File: config.mk
export PLATFORM = sky130hd
export DESIGN_NAME = mem_port_sched_flat
export DESIGN_NICKNAME = d
export VERILOG_FILES = /design/src/rtl/mem_port_sched_if.sv /design/src/rtl/mem_port_sched.sv /design/src/flat_wrapper.sv
export SDC_FILE = /design/constraint.sdc
export NUM_CORES = 1
export LEC_CHECK = 0
export CAP_MARGIN = 20
export CORE_AREA = 3 3 119 121
export CTS_BUF_LIST = sky130_fd_sc_hd__clkbuf_16
export CTS_CLUSTER_DIAMETER = 200
export DETAILED_ROUTE_END_ITERATION = 10
export DIE_AREA = 0 0 122 124
export PLACE_DENSITY = 0.8
export SLEW_MARGIN = 20
export SYNTH_ARGS = -nofsm -noshare
export SYNTH_HDL_FRONTEND = slang
export SYNTH_SLANG_ARGS = --single-unit
File: constraint.sdc
create_clock -name clk -period 2 [get_ports clk]
set_input_delay 0.3 -clock clk [delete_from_list [all_inputs] [get_ports clk]]
set_output_delay 0.3 -clock clk [all_outputs]
set_load 0.005 [all_outputs]
File: src/rtl/mem_port_sched_if.sv
// Bundle of the fetch, data and memory-side signals around the unified memory port scheduler.
// master is the scheduler's view; slave is the view of the pipeline and memory around it.
interface mem_port_sched_if;
  logic        if_req;
  logic [31:0] if_addr;
  logic [31:0] if_rdata;
  logic        if_done;
  logic        d_req;
  logic        d_we;
  logic [31:0] d_addr;
  logic [31:0] d_wdata;
  logic [31:0] d_rdata;
  logic        d_done;
  logic        mem_req;
  logic        mem_we;
  logic [31:0] mem_addr;
  logic [31:0] mem_wdata;
  logic [31:0] mem_rdata;
  logic        mem_ready;
  logic        stall_front;
  logic        mem_wb_bubble;

  modport master (
    input  if_req, if_addr, d_req, d_we, d_addr, d_wdata, mem_rdata, mem_ready,
    output if_rdata, if_done, d_rdata, d_done, mem_req, mem_we, mem_addr, mem_wdata,
           stall_front, mem_wb_bubble
  );

  modport slave (
    output if_req, if_addr, d_req, d_we, d_addr, d_wdata, mem_rdata, mem_ready,
    input  if_rdata, if_done, d_rdata, d_done, mem_req, mem_we, mem_addr, mem_wdata,
           stall_front, mem_wb_bubble
  );
endinterface

File: src/rtl/mem_port_sched.sv
// Arbitrates fetch and MEM-stage data accesses onto one variable-latency memory port,
// with a starvation bound on fetch and the front-end stall / MEM_WB bubble controls.
module mem_port_sched #(
  parameter int STARVE_LIMIT = 4,
  parameter int CNT_W        = 4
) (
  input  logic             clk,
  input  logic             rst,
  mem_port_sched_if.master sched_if
);

  localparam logic [CNT_W-1:0] LIMIT = CNT_W'(STARVE_LIMIT);

  typedef enum logic [1:0] {IDLE, D_BUSY, I_BUSY} state_e;

  state_e           state_q, state_d;
  logic [CNT_W-1:0] starve_q, starve_d;
  logic             mem_req_q, mem_req_d;
  logic             mem_we_q, mem_we_d;
  logic [31:0]      mem_addr_q, mem_addr_d;
  logic [31:0]      mem_wdata_q, mem_wdata_d;
  logic [31:0]      if_rdata_q, if_rdata_d;
  logic [31:0]      d_rdata_q, d_rdata_d;
  logic             if_done_q, if_done_d;
  logic             d_done_q, d_done_d;
  logic             arb_en;
  logic             grant_d;
  logic             grant_i;
  logic             ready_ok;

  always_ff @(posedge clk) begin
    if (rst) begin
      state_q     <= IDLE;
      starve_q    <= '0;
      mem_req_q   <= 1'b0;
      mem_we_q    <= 1'b0;
      mem_addr_q  <= '0;
      mem_wdata_q <= '0;
      if_rdata_q  <= '0;
      d_rdata_q   <= '0;
      if_done_q   <= 1'b0;
      d_done_q    <= 1'b0;
    end else begin
      state_q     <= state_d;
      starve_q    <= starve_d;
      mem_req_q   <= mem_req_d;
      mem_we_q    <= mem_we_d;
      mem_addr_q  <= mem_addr_d;
      mem_wdata_q <= mem_wdata_d;
      if_rdata_q  <= if_rdata_d;
      d_rdata_q   <= d_rdata_d;
      if_done_q   <= if_done_d;
      d_done_q    <= d_done_d;
    end
  end

  always_comb begin
    state_d     = state_q;
    starve_d    = starve_q;
    mem_req_d   = mem_req_q;
    mem_we_d    = mem_we_q;
    mem_addr_d  = mem_addr_q;
    mem_wdata_d = mem_wdata_q;
    if_rdata_d  = if_rdata_q;
    d_rdata_d   = d_rdata_q;
    if_done_d   = 1'b0;
    d_done_d    = 1'b0;
    grant_d     = 1'b0;
    grant_i     = 1'b0;
    // The done cycle still sees the finished request held high, so no arbitration then.
    arb_en      = !(if_done_q || d_done_q);
    ready_ok    = sched_if.mem_ready && mem_req_q;

    case (state_q)
      IDLE: begin
        if (arb_en) begin
          if (sched_if.d_req && (!sched_if.if_req || starve_q < LIMIT)) begin
            grant_d = 1'b1;
          end else if (sched_if.if_req) begin
            grant_i = 1'b1;
          end
        end
      end
      D_BUSY: begin
        if (ready_ok) begin
          if (!mem_we_q) d_rdata_d = sched_if.mem_rdata;
          d_done_d  = 1'b1;
          mem_req_d = 1'b0;
          state_d   = IDLE;
        end
      end
      I_BUSY: begin
        if (ready_ok) begin
          if_rdata_d = sched_if.mem_rdata;
          if_done_d  = 1'b1;
          mem_req_d  = 1'b0;
          state_d    = IDLE;
        end
      end
      default: state_d = IDLE;
    endcase

    if (grant_d) begin
      state_d     = D_BUSY;
      mem_req_d   = 1'b1;
      mem_we_d    = sched_if.d_we;
      mem_addr_d  = sched_if.d_addr;
      mem_wdata_d = sched_if.d_wdata;
    end else if (grant_i) begin
      state_d    = I_BUSY;
      mem_req_d  = 1'b1;
      mem_we_d   = 1'b0;
      mem_addr_d = sched_if.if_addr;
    end

    if (!sched_if.if_req || grant_i) begin
      starve_d = '0;
    end else if (grant_d && starve_q != LIMIT) begin
      starve_d = starve_q + 1'b1;
    end
  end

  assign sched_if.mem_req       = mem_req_q;
  assign sched_if.mem_we        = mem_we_q;
  assign sched_if.mem_addr      = mem_addr_q;
  assign sched_if.mem_wdata     = mem_wdata_q;
  assign sched_if.if_rdata      = if_rdata_q;
  assign sched_if.d_rdata       = d_rdata_q;
  assign sched_if.if_done       = if_done_q;
  assign sched_if.d_done        = d_done_q;
  assign sched_if.stall_front   = (sched_if.d_req & ~d_done_q) | (sched_if.if_req & ~if_done_q);
  assign sched_if.mem_wb_bubble = sched_if.d_req & ~d_done_q;

endmodule

File: src/flat_wrapper.sv
// flat-port wrapper written by rule: the top's interface ports become plain ports
module mem_port_sched_flat 
#(
  parameter int STARVE_LIMIT = 4,
  parameter int CNT_W        = 4
)
  (clk, rst, sched_if_if_req, sched_if_if_addr, sched_if_d_req, sched_if_d_we, sched_if_d_addr, sched_if_d_wdata, sched_if_mem_rdata, sched_if_mem_ready, sched_if_if_rdata, sched_if_if_done, sched_if_d_rdata, sched_if_d_done, sched_if_mem_req, sched_if_mem_we, sched_if_mem_addr, sched_if_mem_wdata, sched_if_stall_front, sched_if_mem_wb_bubble);
  mem_port_sched_if sched_if_i ();
  input  logic clk;
  input  logic rst;
  input wire logic [$bits(sched_if_i.if_req)-1:0] sched_if_if_req;
  input wire logic [$bits(sched_if_i.if_addr)-1:0] sched_if_if_addr;
  input wire logic [$bits(sched_if_i.d_req)-1:0] sched_if_d_req;
  input wire logic [$bits(sched_if_i.d_we)-1:0] sched_if_d_we;
  input wire logic [$bits(sched_if_i.d_addr)-1:0] sched_if_d_addr;
  input wire logic [$bits(sched_if_i.d_wdata)-1:0] sched_if_d_wdata;
  input wire logic [$bits(sched_if_i.mem_rdata)-1:0] sched_if_mem_rdata;
  input wire logic [$bits(sched_if_i.mem_ready)-1:0] sched_if_mem_ready;
  output wire logic [$bits(sched_if_i.if_rdata)-1:0] sched_if_if_rdata;
  output wire logic [$bits(sched_if_i.if_done)-1:0] sched_if_if_done;
  output wire logic [$bits(sched_if_i.d_rdata)-1:0] sched_if_d_rdata;
  output wire logic [$bits(sched_if_i.d_done)-1:0] sched_if_d_done;
  output wire logic [$bits(sched_if_i.mem_req)-1:0] sched_if_mem_req;
  output wire logic [$bits(sched_if_i.mem_we)-1:0] sched_if_mem_we;
  output wire logic [$bits(sched_if_i.mem_addr)-1:0] sched_if_mem_addr;
  output wire logic [$bits(sched_if_i.mem_wdata)-1:0] sched_if_mem_wdata;
  output wire logic [$bits(sched_if_i.stall_front)-1:0] sched_if_stall_front;
  output wire logic [$bits(sched_if_i.mem_wb_bubble)-1:0] sched_if_mem_wb_bubble;
  assign sched_if_i.if_req = sched_if_if_req;
  assign sched_if_i.if_addr = sched_if_if_addr;
  assign sched_if_i.d_req = sched_if_d_req;
  assign sched_if_i.d_we = sched_if_d_we;
  assign sched_if_i.d_addr = sched_if_d_addr;
  assign sched_if_i.d_wdata = sched_if_d_wdata;
  assign sched_if_i.mem_rdata = sched_if_mem_rdata;
  assign sched_if_i.mem_ready = sched_if_mem_ready;
  assign sched_if_if_rdata = sched_if_i.if_rdata;
  assign sched_if_if_done = sched_if_i.if_done;
  assign sched_if_d_rdata = sched_if_i.d_rdata;
  assign sched_if_d_done = sched_if_i.d_done;
  assign sched_if_mem_req = sched_if_i.mem_req;
  assign sched_if_mem_we = sched_if_i.mem_we;
  assign sched_if_mem_addr = sched_if_i.mem_addr;
  assign sched_if_mem_wdata = sched_if_i.mem_wdata;
  assign sched_if_stall_front = sched_if_i.stall_front;
  assign sched_if_mem_wb_bubble = sched_if_i.mem_wb_bubble;
  mem_port_sched #(.STARVE_LIMIT(STARVE_LIMIT), .CNT_W(CNT_W)) u_core (.clk(clk), .rst(rst), .sched_if(sched_if_i));
endmodule
# Word level (Yosys, flattened, before mapping)
# Index checks and enable logic that the tools add are counted.
# W data, S select, Z words.
[word_totals]
elab_cells = 69
input_bits = 134
ff_bits = 138
output_inout_bits = 134
[classes]
reduce_logical = 21
n_lt_le_gt_ge = 1
add_sub_neg = 1
muxes = 20
eq_ne = 7
n_bitwise = 8
[op_table]
columns = ["op", "n"]
rows = [
  ["$mux W32", 2],
  ["$mux W1", 15],
  ["$reduce_or A2 Y1", 5],
  ["$reduce_and A2 Y1", 4],
  ["$ne A3 B1 Y1 const B", 2],
  ["$reduce_bool A3 Y1", 2],
  ["$not A1 Y1", 5],
  ["$add A4 B1 Y4 const B", 1],
  ["$lt A4 B3 Y1 const B", 1],
  ["$mux W2", 2],
  ["$ne A4 B1 Y1 const B", 1],
  ["$ne A4 B3 Y1 const B", 1],
  ["$pmux W2 S2", 1],
  ["$logic_and A1 B1 Y1", 3],
  ["$logic_or A1 B1 Y1", 3],
  ["$reduce_and A3 Y1", 1],
  ["$and A1 B1 Y1", 2],
  ["$eq A2 B1 Y1 const B", 1],
  ["$eq A2 B2 Y1 const B", 1],
  ["$logic_not A2 Y1", 1],
  ["$ne A2 B1 Y1 const B", 1],
  ["$reduce_bool A2 Y1", 1],
  ["$logic_not A1 Y1", 1],
  ["$or A1 B1 Y1", 1],
]

# Longest topological paths before layout
# Gate-level depths: netlist of run 1.
[logic_depth]
depth_word = 8
depth_mapped = 8
depth_no_buf = 6

# Worst setup path before layout of run 1
# OpenSTA, ideal clock, no wires.
[synth_path]
path_type = "register to register"
from = "register u_core.state_q[0]"
to = "register u_core.mem_addr_q[10] (netlist: u_core.sched_if.mem_addr[10])"
stages_incl_launch_ff = 8
period_less_slack_ns = 1.525
arrival_ns = 1.384
path_slack_ns = 0.475
setup_time_ns = 0.141
path_buffers = 1
t_required_ns = 1.859
cell_sequence = "dfxtp_1 -> inv_1 -> ha_1 -> nor3b_2 -> nand3_1 -> buf_4 -> o22ai_1 -> nor3_2"
[synth_via]
elab_chain_cells = 3
elab_cells_between_ends = 5
cone_classes = "mux (3); reduce/logical (2)"
[synth_rtl]
columns = ["item", "line_no", "source"]
rows = [
  ["from (decl)", "mem_port_sched.sv:16", "state_e state_q, state_d;"],
  ["from (signal assigned)", "mem_port_sched.sv:44", "state_q <= state_d;"],
  ["$logic_not A2 Y1 *", "mem_port_sched.sv:74", "case (state_q)"],
  ["$mux W1", "mem_port_sched.sv:74", ""],
  ["$mux W32 / $reduce_bool A2 Y1 (equally long branches)", "-", ""],
  ["to (signal assigned)", "mem_port_sched.sv:48", "mem_addr_q <= mem_addr_d;"],
  ["to (decl)", "mem_port_sched.sv:20", "logic [31:0] mem_addr_q, mem_addr_d;"],
]
# Mark *: on every way between the ends. The rest lies on a longest branch, timed or not.
# A chain may end at the register's enable or synchronous reset.

# Final worst setup path of run 1
[layout_path]
from = "input port sched_if_d_req"
to = "output port sched_if_stall_front"
[layout_via]
elab_chain_cells = 2
[layout_rtl]
columns = ["item", "line_no", "source"]
rows = [
  ["from (decl)", "flat_wrapper.sv:13", "input wire logic [$bits(sched_if_i.d_req)-1:0] sched_if_d_req;"],
  ["$and A1 B1 Y1", "mem_port_sched.sv:131", "assign sched_if.stall_front = (sched_if.d_req & ~d_done_q) | (sched_if.if_req & ~if_done_q);"],
  ["$or A1 B1 Y1", "mem_port_sched.sv:131", ""],
  ["to (decl)", "flat_wrapper.sv:27", "output wire logic [$bits(sched_if_i.stall_front)-1:0] sched_if_stall_front;"],
]
# No other way between the ends.

==> flow_metrics.py, run 1 <==
metrics = {
    "run_status": {
        "run_status": "finished clean",
    },
    "yosys": {
        "syn_nets": 762,
        "synth.ff_latch_count": 138,
        "synth-seq-area-share": 0.530,
        "yosys_warnings": 0,
        "synthesis.instances": 623,
        "syn-mean-instance-area_sq_um": 8.36,
        "post_synth_instance_area_sq_um": 5210,
        "post_synth_num_cell_types": 30,
    },
    "clock_network": {
        "cts_buffers": 17,
        "clkTransAtPathRegs_ns": 0.06,
        "holdBufCountCts": 0,
        "clock_insertion_delay_worst_skew_ns": 0.41,
        "cts-htree-levels": 4,
        "clk_root_buffer_cell": "sky130_fd_sc_hd__clkbuf_16",
        "post_cts_buffers": 0,
        "clock_path_buffers": 2,
        "tritoncts": "yes",
        "ctsResizeCount": 0,
        "cts.sinks": 138,
    },
    "pwr": {
        "p_total_mw": 7.60,
        "ir_drop_v": 0.000538,
        "power.density_nw_per_um2": 870,
        "leakagePower_nw": 3.15,
    },
    "hold_path": {
        "hold_path_class": "input port to flop",
        "hold_path_startpoint": "rst",
        "whs_endpoint": "u_core.sched_if.mem_we",
        "hold_path_depth": 2,
    },
    "timing": {
        "slew_headroom": 0.643,
        "setup_viol_count_final": 0,
        "drv_slew": 0,
        "tightestPinTransition_ns": 0.535,
        "finalClockSkew_ns": 0.00618,
        "setup_total_negative_slack_ns": 0,
        "hold_viol": 0,
        "finalWorstPathRequiredPeriod_ns": 1.86,
        "unrepaired_setup_endpoints_after_global_routing": "false",
        "max_clock_freq_mhz": 538,
        "timing.final.crit_share": 0.929,
    },
    "setup_path": {
        "reg2reg_from": "u_core.state_q[0]",
        "worstSetupStartpointType": "input port",
        "timing.critical_path.depth": 4,
        "regToRegEndpoint": "u_core.sched_if.mem_addr[0]",
        "worst-path-buf-inv": 3,
        "cp_slowest_stage_delay_ns": 0.52,
        "critical-path-slowest-cell": "sky130_fd_sc_hd__clkdlybuf4s50_1",
        "worst_ep_required_time_ns": 1.70,
        "critical_path_class": "input port to output port",
        "crit_top_cell": "sky130_fd_sc_hd__clkdlybuf4s50_1",
        "critPathTopFamily": "buffers and inverters",
        "setup.reg_to_reg.worst_slack_ns": 0.24,
        "worstPathCellList": "clkdlybuf4s50_1 -> inv_1 -> o22ai_1 -> clkdlybuf4s50_1",
        "reg2reg_depth": 7,
        "cp_data_arrival_time_ns": 1.56,
        "cp-end-kind": "output port",
        "crit_fanout": 5,
        "worstSetupStartpoint": "sched_if_d_req",
    },
    "routing": {
        "wirelength_mm": 17.2,
        "wl_per_cell_um": 16.0,
        "first_iter_violations": 210,
        "num_vias": 5250,
        "antenna_left": 0,
        "drt_drc_violations_left": 0,
        "drt_pass1_iterations": 4,
        "detail_route.vias_per_cell": 4.88,
    },
    "floorplanning": {
        "die_area_sq_um": 15100,
        "fp.dieW_um": 122,
        "die_y_um": 124,
        "core_area_sq_um": 13200,
        "io-pin-count": 268,
        "number_of_cell_rows": 42,
        "initial_core_util": 0.395,
    },
    "global_routing": {
        "grt_usage": 0.217,
        "first_pass_grt_wire_length_mm": 25.7,
        "grt_max_degree": 41,
        "first_global_vias": 5008,
        "global_route.overflow_total": 0,
        "grt_antenna_before_repair": 0,
    },
    "place": {
        "gp_congestion": 0.763,
        "dp_hpwl_mm": 11.9,
        "io_buffers": 267,
    },
    "layout": {
        "area_taken_by_multi_input_logic_gates_sq_um": 2190,
        "mostFrequentLayoutCell": "sky130_fd_sc_hd__clkdlybuf4s50_1",
        "area_delta_synth_final_pct": 67.7,
        "layout_common_cells": "sky130_fd_sc_hd__clkdlybuf4s50_1, sky130_fd_sc_hd__nand2_1, sky130_fd_sc_hd__dfxtp_1",
        "sequential_standard_cell_area_sq_um": 2760,
        "final_layout_size_suffix_gt1_frac": 0.102,
        "fillCellCount": 1103,
        "nNetsFinal": 1025,
        "insertedDiodeCount": 0,
    },
    "flow_run": {
        "drv.max_cap_violation_count": 0,
    },
}
## worst register-to-register path: stages, from the launching register on
cell and delay [ns]:
sky130_fd_sc_hd__dfxtp_1 0.33, sky130_fd_sc_hd__inv_1 0.09, sky130_fd_sc_hd__ha_1 0.22, sky130_fd_sc_hd__nor3b_2 0.32, sky130_fd_sc_hd__a21boi_4 0.26, sky130_fd_sc_hd__buf_12 0.20
sky130_fd_sc_hd__o22ai_1 0.12, sky130_fd_sc_hd__nor3_1 0.14
## report_power, final
| part | internal (mW) | total [mW] | leakage [nW] | switching [mW] |
|---|---|---|---|---|
| Combinational | 0.790 | 1.38 | 1.73 | 0.589 |
| Sequential | 2.93 | 3.03 | 1.13 | 0.0990 |
| Clock | 1.96 | 3.19 | 0.290 | 1.23 |
| Total | 5.68 | 7.60 | 3.15 | 1.91 |
## area by class of cell
| class | count | share of cell area |
|---|---|---|
| repair buffers | 290 | 0.337 |
| multi-input cells | 433 | 0.251 |
| clock buffers | 17 | 0.0487 |
| clock inverters | 15 | 0.0198 |
| well taps | 176 | 0.0252 |
| inverters | 6 | 0.00258 |
| flip-flops and latches | 138 | 0.316 |
## per-layer routing
layer	up-vias	part of all wire	global-route usage
met3	25	0.10	0.0976
met1	2414	0.40	0.241
met2	204	0.48	0.371
li1	2607	-	-
met4	0	0.017	0.0735
met5	-	0	0
## cells by family (layout without fill, tap and decap cells)
family / Yosys count / after routing / synth area share
fa+ha+maj: 5 / 5 / 0.0120
compound gates: 144 / 144 / 0.152
flops: 138 / 138 / 0.530
simple gates: 284 / 284 / 0.255
buf+inv: 52 / 328 / 0.0507
## synthesized netlist by cell type, drive strengths merged
cell	count	area (sq um)
a211oi	1	12.5
a21boi	1	18.8
a21o	1	7.51
a21oi	101	505
a22oi	1	7.51
and2	1	6.26
and3	1	6.26
and4b	1	10.0
and4bb	1	12.5
buf	24	159
clkbuf	22	82.6
dfxtp	138	2760
ha	5	62.6
inv	6	22.5
nand2	199	747
nand3	5	25.0
nand3b	2	15.0
nand4b	1	8.76
nor2	35	131
nor2b	2	12.5
nor3	32	310
nor3b	3	32.5
o21ai	4	20.0
o22a	1	8.76
o22ai	34	213
or3b	1	8.76
## registers in the layout, indices dropped and copies added, names as in the netlist
name	flops
u_core.starve_q	4
u_core.sched_if.if_done	1
u_core.sched_if.mem_addr	32
u_core.sched_if.if_rdata	32
u_core.sched_if.mem_req	1
u_core.sched_if.mem_we	1
u_core.state_q	2
u_core.sched_if.d_done	1
u_core.sched_if.d_rdata	32
u_core.sched_if.mem_wdata	32
## per-stage QoR
step / hold WS [ns] / worst slack [ns] / cell area (sq um) / std cells / utilization
6_report: 0.379 / 0.142 / 8740 / 1075 / 0.662
5_1_grt: 0.372 / 0.0472 / 8740 / 1075 / 0.662
4_1_cts: 0.364 / 0.130 / 8740 / 1075 / 0.662
3_5_place_dp: 0.445 / 0.118 / 8140 / 1043 / 0.617
3_3_place_gp: 0.440 / 0.138 / 8140 / 1043 / 0.617
2_1_floorplan: 0.436 / 0.475 / 5210 / 623 / -
## worst max-delay path by stage
stage / endpoint / slack [ns]
floorplan: u_core.sched_if.mem_addr[10] / 0.48
global placement: sched_if_stall_front / 0.14
detailed placement: u_core.sched_if.mem_addr[0] / 0.12
CTS: sched_if_stall_front / 0.13
global route: sched_if_stall_front / 0.05
finish: sched_if_stall_front / 0.14
Power figures use the tool's default switching activity.
==> run 2, diff against run 1 <==
- ABC_AREA: unset -> 1
- CORE_AREA: 3 3 119 121 -> 3 3 121 123
- DIE_AREA: 0 0 122 124 -> 0 0 124 126
- TNS_END_PERCENT: unset -> 5
==> run 2 against run 1 <==
  * First-iteration DRC count is 43% higher
  * Via count is 8.8% higher
  * Core utilization is 1.1 points lower
  * Power is 2.3% lower
  * Wire length is 0.88% higher
  * Clock skew is 0.0018 ns higher
  * Count of clock-buffer cells in the layout stayed put
  * Largest cell class unchanged
  * Clock power is 5% lower
  * Register-to-register slack better by 0.03 ns
  * Synthesized cell count is 19% higher
  * Cell count is 11% higher
  * Die area is 3.3% higher
==> flow_metrics.py, run 2 <==
metrics = {
    "run_status": {
        "run_status": "finished clean",
    },
    "yosys": {
        "yosysMostFrequentCell": "sky130_fd_sc_hd__nor2_1",
        "dominantRegCellSynth": "sky130_fd_sc_hd__dfxtp_1",
        "synthesis.instances": 740,
        "synth_async_sr_flop_share": 0,
        "synth_edf_count": 0,
        "synth_top_cells_by_count": "sky130_fd_sc_hd__nor2_1, sky130_fd_sc_hd__dfxtp_1, sky130_fd_sc_hd__nand2_1",
        "synth_top_area_cell": "sky130_fd_sc_hd__dfxtp_1",
        "syn_nets": 879,
        "synth-seq-area-share": 0.499,
        "yosys_warnings": 0,
        "post_synth_instance_area_sq_um": 5540,
        "synth_largest_type_area_fraction": 0.499,
        "synth.ff_latch_count": 138,
        "syn-mean-instance-area_sq_um": 7.48,
        "synthTopCellsByArea": "sky130_fd_sc_hd__dfxtp_1, sky130_fd_sc_hd__nor2_1, sky130_fd_sc_hd__nand3_1, sky130_fd_sc_hd__o21ai_0, sky130_fd_sc_hd__nand2_1",
        "post_synth_num_cell_types": 26,
    },
    "place": {
        "dp_hpwl_mm": 12.3,
        "pre_cts_ws_ns": 0.0696,
        "io_buffers": 267,
        "gp_congestion": 0.810,
        "dpl-instance-area_sq_um": 8400,
        "numPlacedInstances": 1161,
    },
    "hold_path": {
        "whs_endpoint": "u_core.sched_if.mem_we",
        "hold_path_depth": 3,
        "hold_path_startpoint": "sched_if_d_we",
        "hold_path_class": "input port to flop",
    },
    "layout": {
        "layout_common_cells": "sky130_fd_sc_hd__clkdlybuf4s50_1, sky130_fd_sc_hd__nor2_1, sky130_fd_sc_hd__dfxtp_1",
        "final_layout_size_suffix_gt1_frac": 0.0602,
        "area_taken_by_multi_input_logic_gates_sq_um": 2320,
        "nNetsFinal": 1139,
        "utilization": 0.652,
        "fillCellCount": 1195,
        "fin_area_sq_um": 8980,
        "area_delta_synth_final_pct": 62.2,
        "insertedDiodeCount": 0,
        "sequential_standard_cell_area_sq_um": 2760,
        "finish.cell_count_without_fillers": 1193,
        "mostFrequentLayoutCell": "sky130_fd_sc_hd__clkdlybuf4s50_1",
    },
    "pwr": {
        "leakagePower_nw": 3.55,
        "combPwrFrac": 0.183,
        "power.density_nw_per_um2": 827,
        "switching_share": 0.255,
        "ir_drop_v": 0.000513,
        "seq_power_share": 0.408,
        "power_frac_clock": 0.408,
        "pint_mw": 5.53,
        "switching_power_mw": 1.89,
        "p_total_mw": 7.42,
    },
    "timing": {
        "setup_viol_count_final": 0,
        "finalClockSkew_ns": 0.00797,
        "slew_headroom": 0.717,
        "max_clock_freq_mhz": 514,
        "timing.final.crit_share": 0.973,
        "unrepaired_setup_endpoints_after_global_routing": "false",
        "hold_viol": 0,
        "holdWs_ns": 0.446,
        "drv_slew": 0,
        "tightestPinTransition_ns": 0.424,
        "setup_total_negative_slack_ns": 0,
        "finalWorstPathRequiredPeriod_ns": 1.95,
        "post_route_worst_setup_slack_ns": 0.0530,
    },
    "floorplanning": {
        "die_area_sq_um": 15600,
        "core_area_sq_um": 13800,
        "io-pin-count": 268,
        "die_y_um": 126,
        "initial_core_util": 0.402,
        "number_of_cell_rows": 43,
        "fp.dieW_um": 124,
    },
    "clock_network": {
        "clk_root_buffer_cell": "sky130_fd_sc_hd__clkbuf_16",
        "tritoncts": "yes",
        "cts.sinks": 138,
        "cts-htree-levels": 4,
        "clock_insertion_delay_worst_skew_ns": 0.41,
        "cts_buffers": 17,
        "clkTransAtPathRegs_ns": 0.06,
        "ctsResizeCount": 0,
        "clock_path_buffers": 2,
        "holdBufCountCts": 0,
        "post_cts_buffers": 0,
    },
    "setup_path": {
        "reg2reg_depth": 8,
        "worstPathCellList": "clkdlybuf4s50_1 -> inv_1 -> o22ai_1 -> clkdlybuf4s50_1",
        "worst_ep_required_time_ns": 1.70,
        "setup.reg_to_reg.worst_slack_ns": 0.27,
        "worstSetupStartpointType": "input port",
        "critical-path-slowest-cell": "sky130_fd_sc_hd__clkdlybuf4s50_1",
        "cp_slowest_stage_delay_ns": 0.56,
        "crit_fanout": 2,
        "cp_data_arrival_time_ns": 1.65,
        "reg2reg_from": "u_core.state_q[0]",
        "critical_path_class": "input port to output port",
        "regToRegEndpoint": "u_core.starve_q[3]",
        "crit_top_cell": "sky130_fd_sc_hd__clkdlybuf4s50_1",
        "cp-end-kind": "output port",
    },
    "routing": {
        "antenna_left": 0,
        "wirelength_mm": 17.3,
        "first_iter_violations": 300,
        "num_vias": 5710,
        "drt_drc_violations_left": 0,
        "detail_route.vias_per_cell": 4.79,
        "drt_pass1_iterations": 4,
        "wl_per_cell_um": 14.5,
    },
    "global_routing": {
        "first_pass_grt_wire_length_mm": 27.2,
        "first_global_vias": 5439,
        "global_route.overflow_total": 0,
        "grt_max_degree": 48,
        "grt_antenna_before_repair": 0,
        "grt_usage": 0.219,
    },
    "flow_run": {
        "drv.max_cap_violation_count": 0,
    },
}
==> run 2: power by group through the flow <==
stage                     clock network, mW  registers [mW]  logic (mW)
after global placement                    0            3.08        1.36
final                                  3.03            3.03        1.36
after global routing                   3.22            3.05        1.51
after floorplan                           0            3.11       0.564
after CTS                              3.11            3.03        1.38
after detailed placement                  0            3.09        1.37
==> run 2: kinds of logic (layout without fill, tap and decap cells) <==
group,Yosys count,after routing,synth area share
DFF,138,138,0.499
AOI/OAI and AO/OA,108,108,0.101
adders and majority gates,5,5,0.0113
buffers and inverters,100,373,0.0821
and+or+nand+nor,389,389,0.307
==> run 2: metal layers <==
| layer | GRT usage | routed length [um] | up-vias |
|---|---|---|---|
| li1 | - | - | 2888 |
| met1 | 0.250 | 6830 | 2581 |
| met2 | 0.361 | 8150 | 207 |
| met3 | 0.0974 | 1970 | 34 |
| met4 | 0.0812 | 388 | 0 |
| met5 | 0 | 0 | - |
==> run 2: cell type report <==
| type | instances | share of cell area |
|---|---|---|
| clock buffers | 17 | 0.0474 |
| clock inverters | 15 | 0.0170 |
| inverters | 51 | 0.0213 |
| multi-input cells | 502 | 0.259 |
| flip-flops and latches | 138 | 0.308 |
| well taps | 180 | 0.0251 |
| repair buffers | 290 | 0.323 |
==> run 2: worst max-delay path by stage <==
stage | start | endpoint | depth (start not counted)
CTS | sched_if_d_req | sched_if_stall_front | 4
global route | sched_if_d_req | sched_if_stall_front | 4
finish | sched_if_d_req | sched_if_stall_front | 4
floorplan | u_core.state_q[0] | u_core.sched_if.mem_wdata[23] | 8
global placement | sched_if_d_req | sched_if_stall_front | 4
detailed placement | sched_if_d_req | sched_if_mem_wb_bubble | 5
==> run 2: critical path: cells and delay by family <==
| family | cells | cell delay, ns |
|---|---|---|
| buffers and inverters | 3 | 1.13 |
| AOI/OAI and AO/OA | 1 | 0.21 |
==> RTL edit 1: new RTL, settings of run 2 <==
Take the reset off `mem_wdata_q` and load it in a clocked block of its own.
--- a/src/rtl/mem_port_sched.sv
+++ b/src/rtl/mem_port_sched.sv
@@ -35,7 +35,6 @@
       mem_req_q   <= 1'b0;
       mem_we_q    <= 1'b0;
       mem_addr_q  <= '0;
-      mem_wdata_q <= '0;
       if_rdata_q  <= '0;
       d_rdata_q   <= '0;
       if_done_q   <= 1'b0;
@@ -46,12 +45,15 @@
       mem_req_q   <= mem_req_d;
       mem_we_q    <= mem_we_d;
       mem_addr_q  <= mem_addr_d;
-      mem_wdata_q <= mem_wdata_d;
       if_rdata_q  <= if_rdata_d;
       d_rdata_q   <= d_rdata_d;
       if_done_q   <= if_done_d;
       d_done_q    <= d_done_d;
     end
+  end
+
+  always_ff @(posedge clk) begin
+    mem_wdata_q <= mem_wdata_d;
   end
 
   always_comb begin
Check against the original RTL: not equivalent (a bounded check fails within 4 cycles, from zero or initial values and one cycle with rst high).
==> RTL edit 1 against run 2 <==
- maximum frequency grew 3.1%
- power grew 4.9%
- largest cell class is now sequential cells
- cell area shrank 0.11%
- area after synthesis shrank 2.7%
- sequential cell count unchanged
- worst setup slack gained 0.058 ns
- die area did not move
- routed wire length is 3.3% lower
- highest routed layer unchanged
- first-iteration DRC count fell by 7.0%
==> RTL edit 1: results (changes against run 2) <==
* Status: finished, final reports clean (unchanged)
* WL/cell at 15.3 um (was 14.5 um)
* Met3 global-route usage at 9.83% (was 9.74%)
* Met1 Use GR at 24.0% (was 25.0%)
* Share of the yosys chip area belonging to registers at 57.3% (was 49.9%)
* Post-Route M1 WL at 6560 um (was 6830 um)
* Tightest Pin Transition at 0.445 ns (was 0.424 ns)
* Initial DRC count at 279 (was 300)
* Dpl hpwl at 11,900 um (was 12,300 um)
* Synthesized area per cell at 8.51 um^2 (was 7.48 um^2)
* DR vias/cell at 4.73 (was 4.79)
* Worst vdd ir at 494 uV (was 513 uV)
* Vias in the first global route at 5,068 (was 5,439)
* Top post-synthesis cells by count: nor2_1, dfxtp_1, nand2_1, nand3_1, inv_1 (was nor2_1, dfxtp_1, nand2_1, nand3_1, o21ai_0)
* Slowest Stage Delay on Critical Path at 0.59 ns (was 0.56 ns)
* Synth area leaders: dfxtp_1, edfxtp_1, nor2_1 (was dfxtp_1, nor2_1, nand3_1)
* Setup clock skew after layout at 0.00655 ns (was 0.00797 ns)
* Net Count, Synth at 772 (was 879)
* Detailed Route WL at 16,800 um (was 17,300 um)
* Hold EP: u_core.sched_if.mem_wdata[28]$_DFFE_PN_ (was u_core.sched_if.mem_we$_SDFFE_PP0P_)
* Largest net degree at the start of global routing at 60 (was 48)
* Met2 WL at 7920 um (was 8150 um)
* First-pass GRT wire length at 25,600 um (was 27,200 um)
* R2R setup slack at 0.33 ns (was 0.27 ns)
* WHS Path Cells at 1 (was 3)
* Combinational group share of total power at 14.9% (was 18.3%)
* Worst R2R End: u_core.sched_if.mem_req$_SDFFE_PP0P_ (was u_core.starve_q[3]$_SDFFE_PP0P_)
* Met2 Use GR at 34.6% (was 36.1%)
* Worst min-delay path startpoint: sched_if_d_wdata[28] (was sched_if_d_we)
* Leakage at 3.58 nW (was 3.55 nW)
* Share of cells above drive strength 1 at 6.24% (was 6.02%)
## RTL edit 1: cell types whose count changed after synthesis, sizes merged
cell | before | now
buf | 28 | 19
clkbuf | 21 | 20
clkinv | 2 | 0
dfxtp | 138 | 106
edfxtp | 0 | 32
nand3 | 69 | 73
nand4 | 1 | 3
nor2 | 203 | 135
o21ai | 67 | 34
## RTL edit 1: cells by family (layout without fill, tap and decap cells)
group,after synthesis,count (layout),share of synthesized area [%]
and+or+nand+nor,327,327,27.4
DFF,138,138,57.3
buffers and inverters,88,369,6.83
AOI/OAI and AO/OA,75,75,7.32
adders and majority gates,5,5,1.16
## RTL edit 1: power groups by stage
stage,Sequential [mW],Combinational (mW),Clock [mW]
global route,3.13,1.27,3.70
finish,3.11,1.16,3.51
floorplan,3.19,0.417,0
global placement,3.17,1.15,0
detailed placement,3.18,1.17,0
CTS,3.12,1.17,3.59
## RTL edit 1: worst max-delay path: cells and delay by family
| kind | cells | cell delay, ns |
|---|---|---|
| AOI/OAI and AO/OA | 1 | 0.17 |
| buffers and inverters | 3 | 1.13 |
## RTL edit 1: stage by stage
step / total power [mW] / instance area, um^2 / setup slack, ns / util [%] / hold WS, ns
after CTS: 7.88 / 8970 / 0.0796 / 65.1 / 0.421
after global placement: 4.32 / 8300 / 0.0882 / 60.3 / 0.447
after detailed placement: 4.34 / 8300 / 0.0944 / 60.3 / 0.452
final: 7.79 / 8970 / 0.111 / 65.1 / 0.445
after floorplan: 3.60 / 5380 / 0.462 / - / 0.399
after global routing: 8.11 / 8970 / 0.0236 / 65.1 / 0.426
## RTL edit 1: final cells by class
cell class / count / area, um^2
fill: 1183 / 4800
sequential: 138 / 3080
timing repair buffer: 288 / 2870
multi-input combinational: 407 / 1940
clock buffer: 19 / 475
tap: 180 / 225
clock inverter: 13 / 194
inverter: 49 / 184
==> RTL edit 2: new RTL, settings of run 2 <==
Made on the original files. `CNT_W` is set to 4 in 2 places; all go to 6.
--- a/src/rtl/mem_port_sched.sv
+++ b/src/rtl/mem_port_sched.sv
@@ -2,7 +2,7 @@
 // with a starvation bound on fetch and the front-end stall / MEM_WB bubble controls.
 module mem_port_sched #(
   parameter int STARVE_LIMIT = 4,
-  parameter int CNT_W        = 4
+  parameter int CNT_W        = 6
 ) (
   input  logic             clk,
   input  logic             rst,
--- a/src/flat_wrapper.sv
+++ b/src/flat_wrapper.sv
@@ -2,7 +2,7 @@
 module mem_port_sched_flat 
 #(
   parameter int STARVE_LIMIT = 4,
-  parameter int CNT_W        = 4
+  parameter int CNT_W        = 6
 )
   (clk, rst, sched_if_if_req, sched_if_if_addr, sched_if_d_req, sched_if_d_we, sched_if_d_addr, sched_if_d_wdata, sched_if_mem_rdata, sched_if_mem_ready, sched_if_if_rdata, sched_if_if_done, sched_if_d_rdata, sched_if_d_done, sched_if_mem_req, sched_if_mem_we, sched_if_mem_addr, sched_if_mem_wdata, sched_if_stall_front, sched_if_mem_wb_bubble);
   mem_port_sched_if sched_if_i ();
Check against the original RTL: no difference found for any inputs over 4 cycles, from zero or initial values and one cycle with rst high; that may be too few to reach the edited logic, so the function may still have changed.
==> RTL edit 2 against run 2 <==
- sequential cell count is 2 higher
- first-iteration DRC count is 11% lower
- routed wire length is 0.58% higher
- sequential share of layout area is 0.23 points lower
- worst setup slack better by 0.058 ns
- area after synthesis is 2.6% higher
- cell area is 2.2% higher
- via count is 4.0% higher
- final cell count is 3.4% higher
- power is 2.7% higher
- critical path type unchanged
- largest cell class unchanged
- largest power group is now clock
- highest routed layer unchanged
==> RTL edit 2: results (changes against run 2) <==
* Grt total ovfl at 0 (unchanged)
* Worst vdd ir at 566 uV (was 513 uV)
* Detailed-route via count at 5,941 (was 5,710)
* R2R setup slack at 0.32 ns (was 0.27 ns)
* Longest Clk Path Bufs at 2 (unchanged)
* First-pass GRT wire length at 27,000 um (was 27,200 um)
* NumNets Final at 1,179 (was 1,139)
* Crit-path max FO at 4 (was 2)
* Setup clock skew after layout at 0.00980 ns (was 0.00797 ns)
* Clock latency on the worst-skew pair at 0.41 ns (about the same)
* P_int at 5.70 mW (was 5.53 mW)
* Initial DRC count at 268 (was 300)
* Hold Crit Class: primary input to register (unchanged)
* Largest net degree at the start of global routing at 70 (was 48)
* CTS root buf: clkbuf_16 (unchanged)
* Share of cells above drive strength 1 at 5.51% (was 6.02%)
* Initial antenna violation count at 0 (unchanged)
* Placer's final routability congestion estimate at 0.860 (was 0.810)
* Top post-synthesis cells by count: nand2_1, dfxtp_1, nor2_1, inv_1, nand3_1 (was nor2_1, dfxtp_1, nand2_1, nand3_1, o21ai_0)
* CTS H-tree lvls at 4 (unchanged)
* Remaining DRCs at 0 (unchanged)
* Tcrit/Tclk final at 94.5% (was 97.3%)
* Crit-path slowest cell: clkdlybuf4s50_1 (unchanged)
* Dpl hpwl at 12,200 um (was 12,300 um)
* Detailed Route WL at 17,400 um (was 17,300 um)
* Synth area leaders: dfxtp_1, nand2_1, nor2_1 (was dfxtp_1, nor2_1, nand3_1)
* Leakage at 3.69 nW (was 3.55 nW)
* Tightest Pin Transition at 0.733 ns (was 0.424 ns)
* DP Worst Slack at 0.110 ns (was 0.0696 ns)
* Slowest Stage Delay on Critical Path at 0.59 ns (was 0.56 ns)
* Net Count, Synth at 927 (was 879)
* Share of the yosys chip area belonging to registers at 49.3% (was 49.9%)
* Yosys Warn Count at 0 (unchanged)
* Diodes inserted at 0 (unchanged)
* Vias in the first global route at 5,448 (was 5,439)
* I/O Buffers at 267 (unchanged)
* Worst EP arrival at 1.59 ns (was 1.65 ns)
* Total GRT Usage at 21.6% (was 21.9%)
* Largest delay contributor family on the critical path: buffers and inverters (unchanged)
* Clock-pin slew on the worst setup and hold paths at 0.06 ns (about the same)
* Initial DRT Pass Iterations at 5 (was 4)
* Status: finished, final reports clean (unchanged)
* Async set-or-reset flop fraction in the synthesized netlist at 0% (unchanged)
* Prevailing post-synth register cell: dfxtp_1 (unchanged)
* # resized after CTS at 0 (unchanged)
* Count of cell types in the netlist at 26 (unchanged)
* Total clock buffers created by CTS at 17 (unchanged)
* Setup bufs post-CTS at 0 (unchanged)
==> RTL edit 2: per-layer routing <==
metal	GRT usage, %	vias to the layer above	part of all wire (%)
met5	0	-	0
met4	9.34	0	2.7
met3	7.32	34	9.6
met2	35.3	226	47
met1	25.8	2663	41
li1	-	3018	-
==> RTL edit 2: cell type report <==
cell class / instances / area, um^2
clock inverters: 15 / 171
fillers: 1205 / 4600
inverters: 84 / 315
well taps: 180 / 225
multi-input cells: 510 / 2320
clock buffers: 17 / 425
flip-flops and latches: 140 / 2800
repair buffers: 287 / 2920
==> RTL edit 2: power by group through the flow <==
stage | clock network [mW] | logic [mW] | registers [mW]
floorplan | 0 | 0.582 | 3.14
global placement | 0 | 1.39 | 3.12
detailed placement | 0 | 1.40 | 3.13
CTS | 3.22 | 1.41 | 3.07
global route | 3.36 | 1.54 | 3.09
finish | 3.16 | 1.39 | 3.07
==> RTL edit 2: final timing paths <==
check                                           start  cells past startpoint                                         end
max reg2reg            u_core.state_q[0]$_SDFFE_PP0P_                      9  u_core.sched_if.mem_wdata[27]$_SDFFE_PP0N_
max                                   sched_if_if_req                      4                        sched_if_stall_front
min                                               rst                      4   u_core.sched_if.mem_addr[24]$_SDFFE_PP0P_
min reg2reg  u_core.sched_if.if_rdata[6]$_SDFFE_PP0P_                      2    u_core.sched_if.if_rdata[6]$_SDFFE_PP0P_
==> RTL edit 2: cells by family after synthesis <==
logic type | Yosys count | synth area share (%)
XOR/XNOR | 1 | 0.154
AO/OA/AOI/OAI | 108 | 9.69
adder cells (fa/ha/maj) | 5 | 1.10
buffers and inverters | 138 | 9.82
AND/OR/NAND/NOR | 396 | 29.9
flip-flops | 140 | 49.3
==> RTL edit 2: per-stage QoR <==
| step | hold WS (ns) | instance area (um^2) | std cells | utilization, % |
|---|---|---|---|---|
| after CTS | 0.288 | 9180 | 1233 | 66.6 |
| after global routing | 0.315 | 9180 | 1233 | 66.6 |
| after global placement | 0.446 | 8580 | 1201 | 62.3 |
| final | 0.304 | 9180 | 1233 | 66.6 |
| after detailed placement | 0.451 | 8580 | 1201 | 62.3 |
| after floorplan | 0.441 | 5680 | 788 | - |
==> RTL edit 2: worst register-to-register path: cells and delay by family (launching register included) <==
| kind | cells | cell delay (ns) |
|---|---|---|
| buffers and inverters | 4 | 0.54 |
| adder cells (fa/ha/maj) | 1 | 0.14 |
| flip-flops | 1 | 0.32 |
| AND/OR/NAND/NOR | 3 | 0.47 |
| AO/OA/AOI/OAI | 1 | 0.13 |
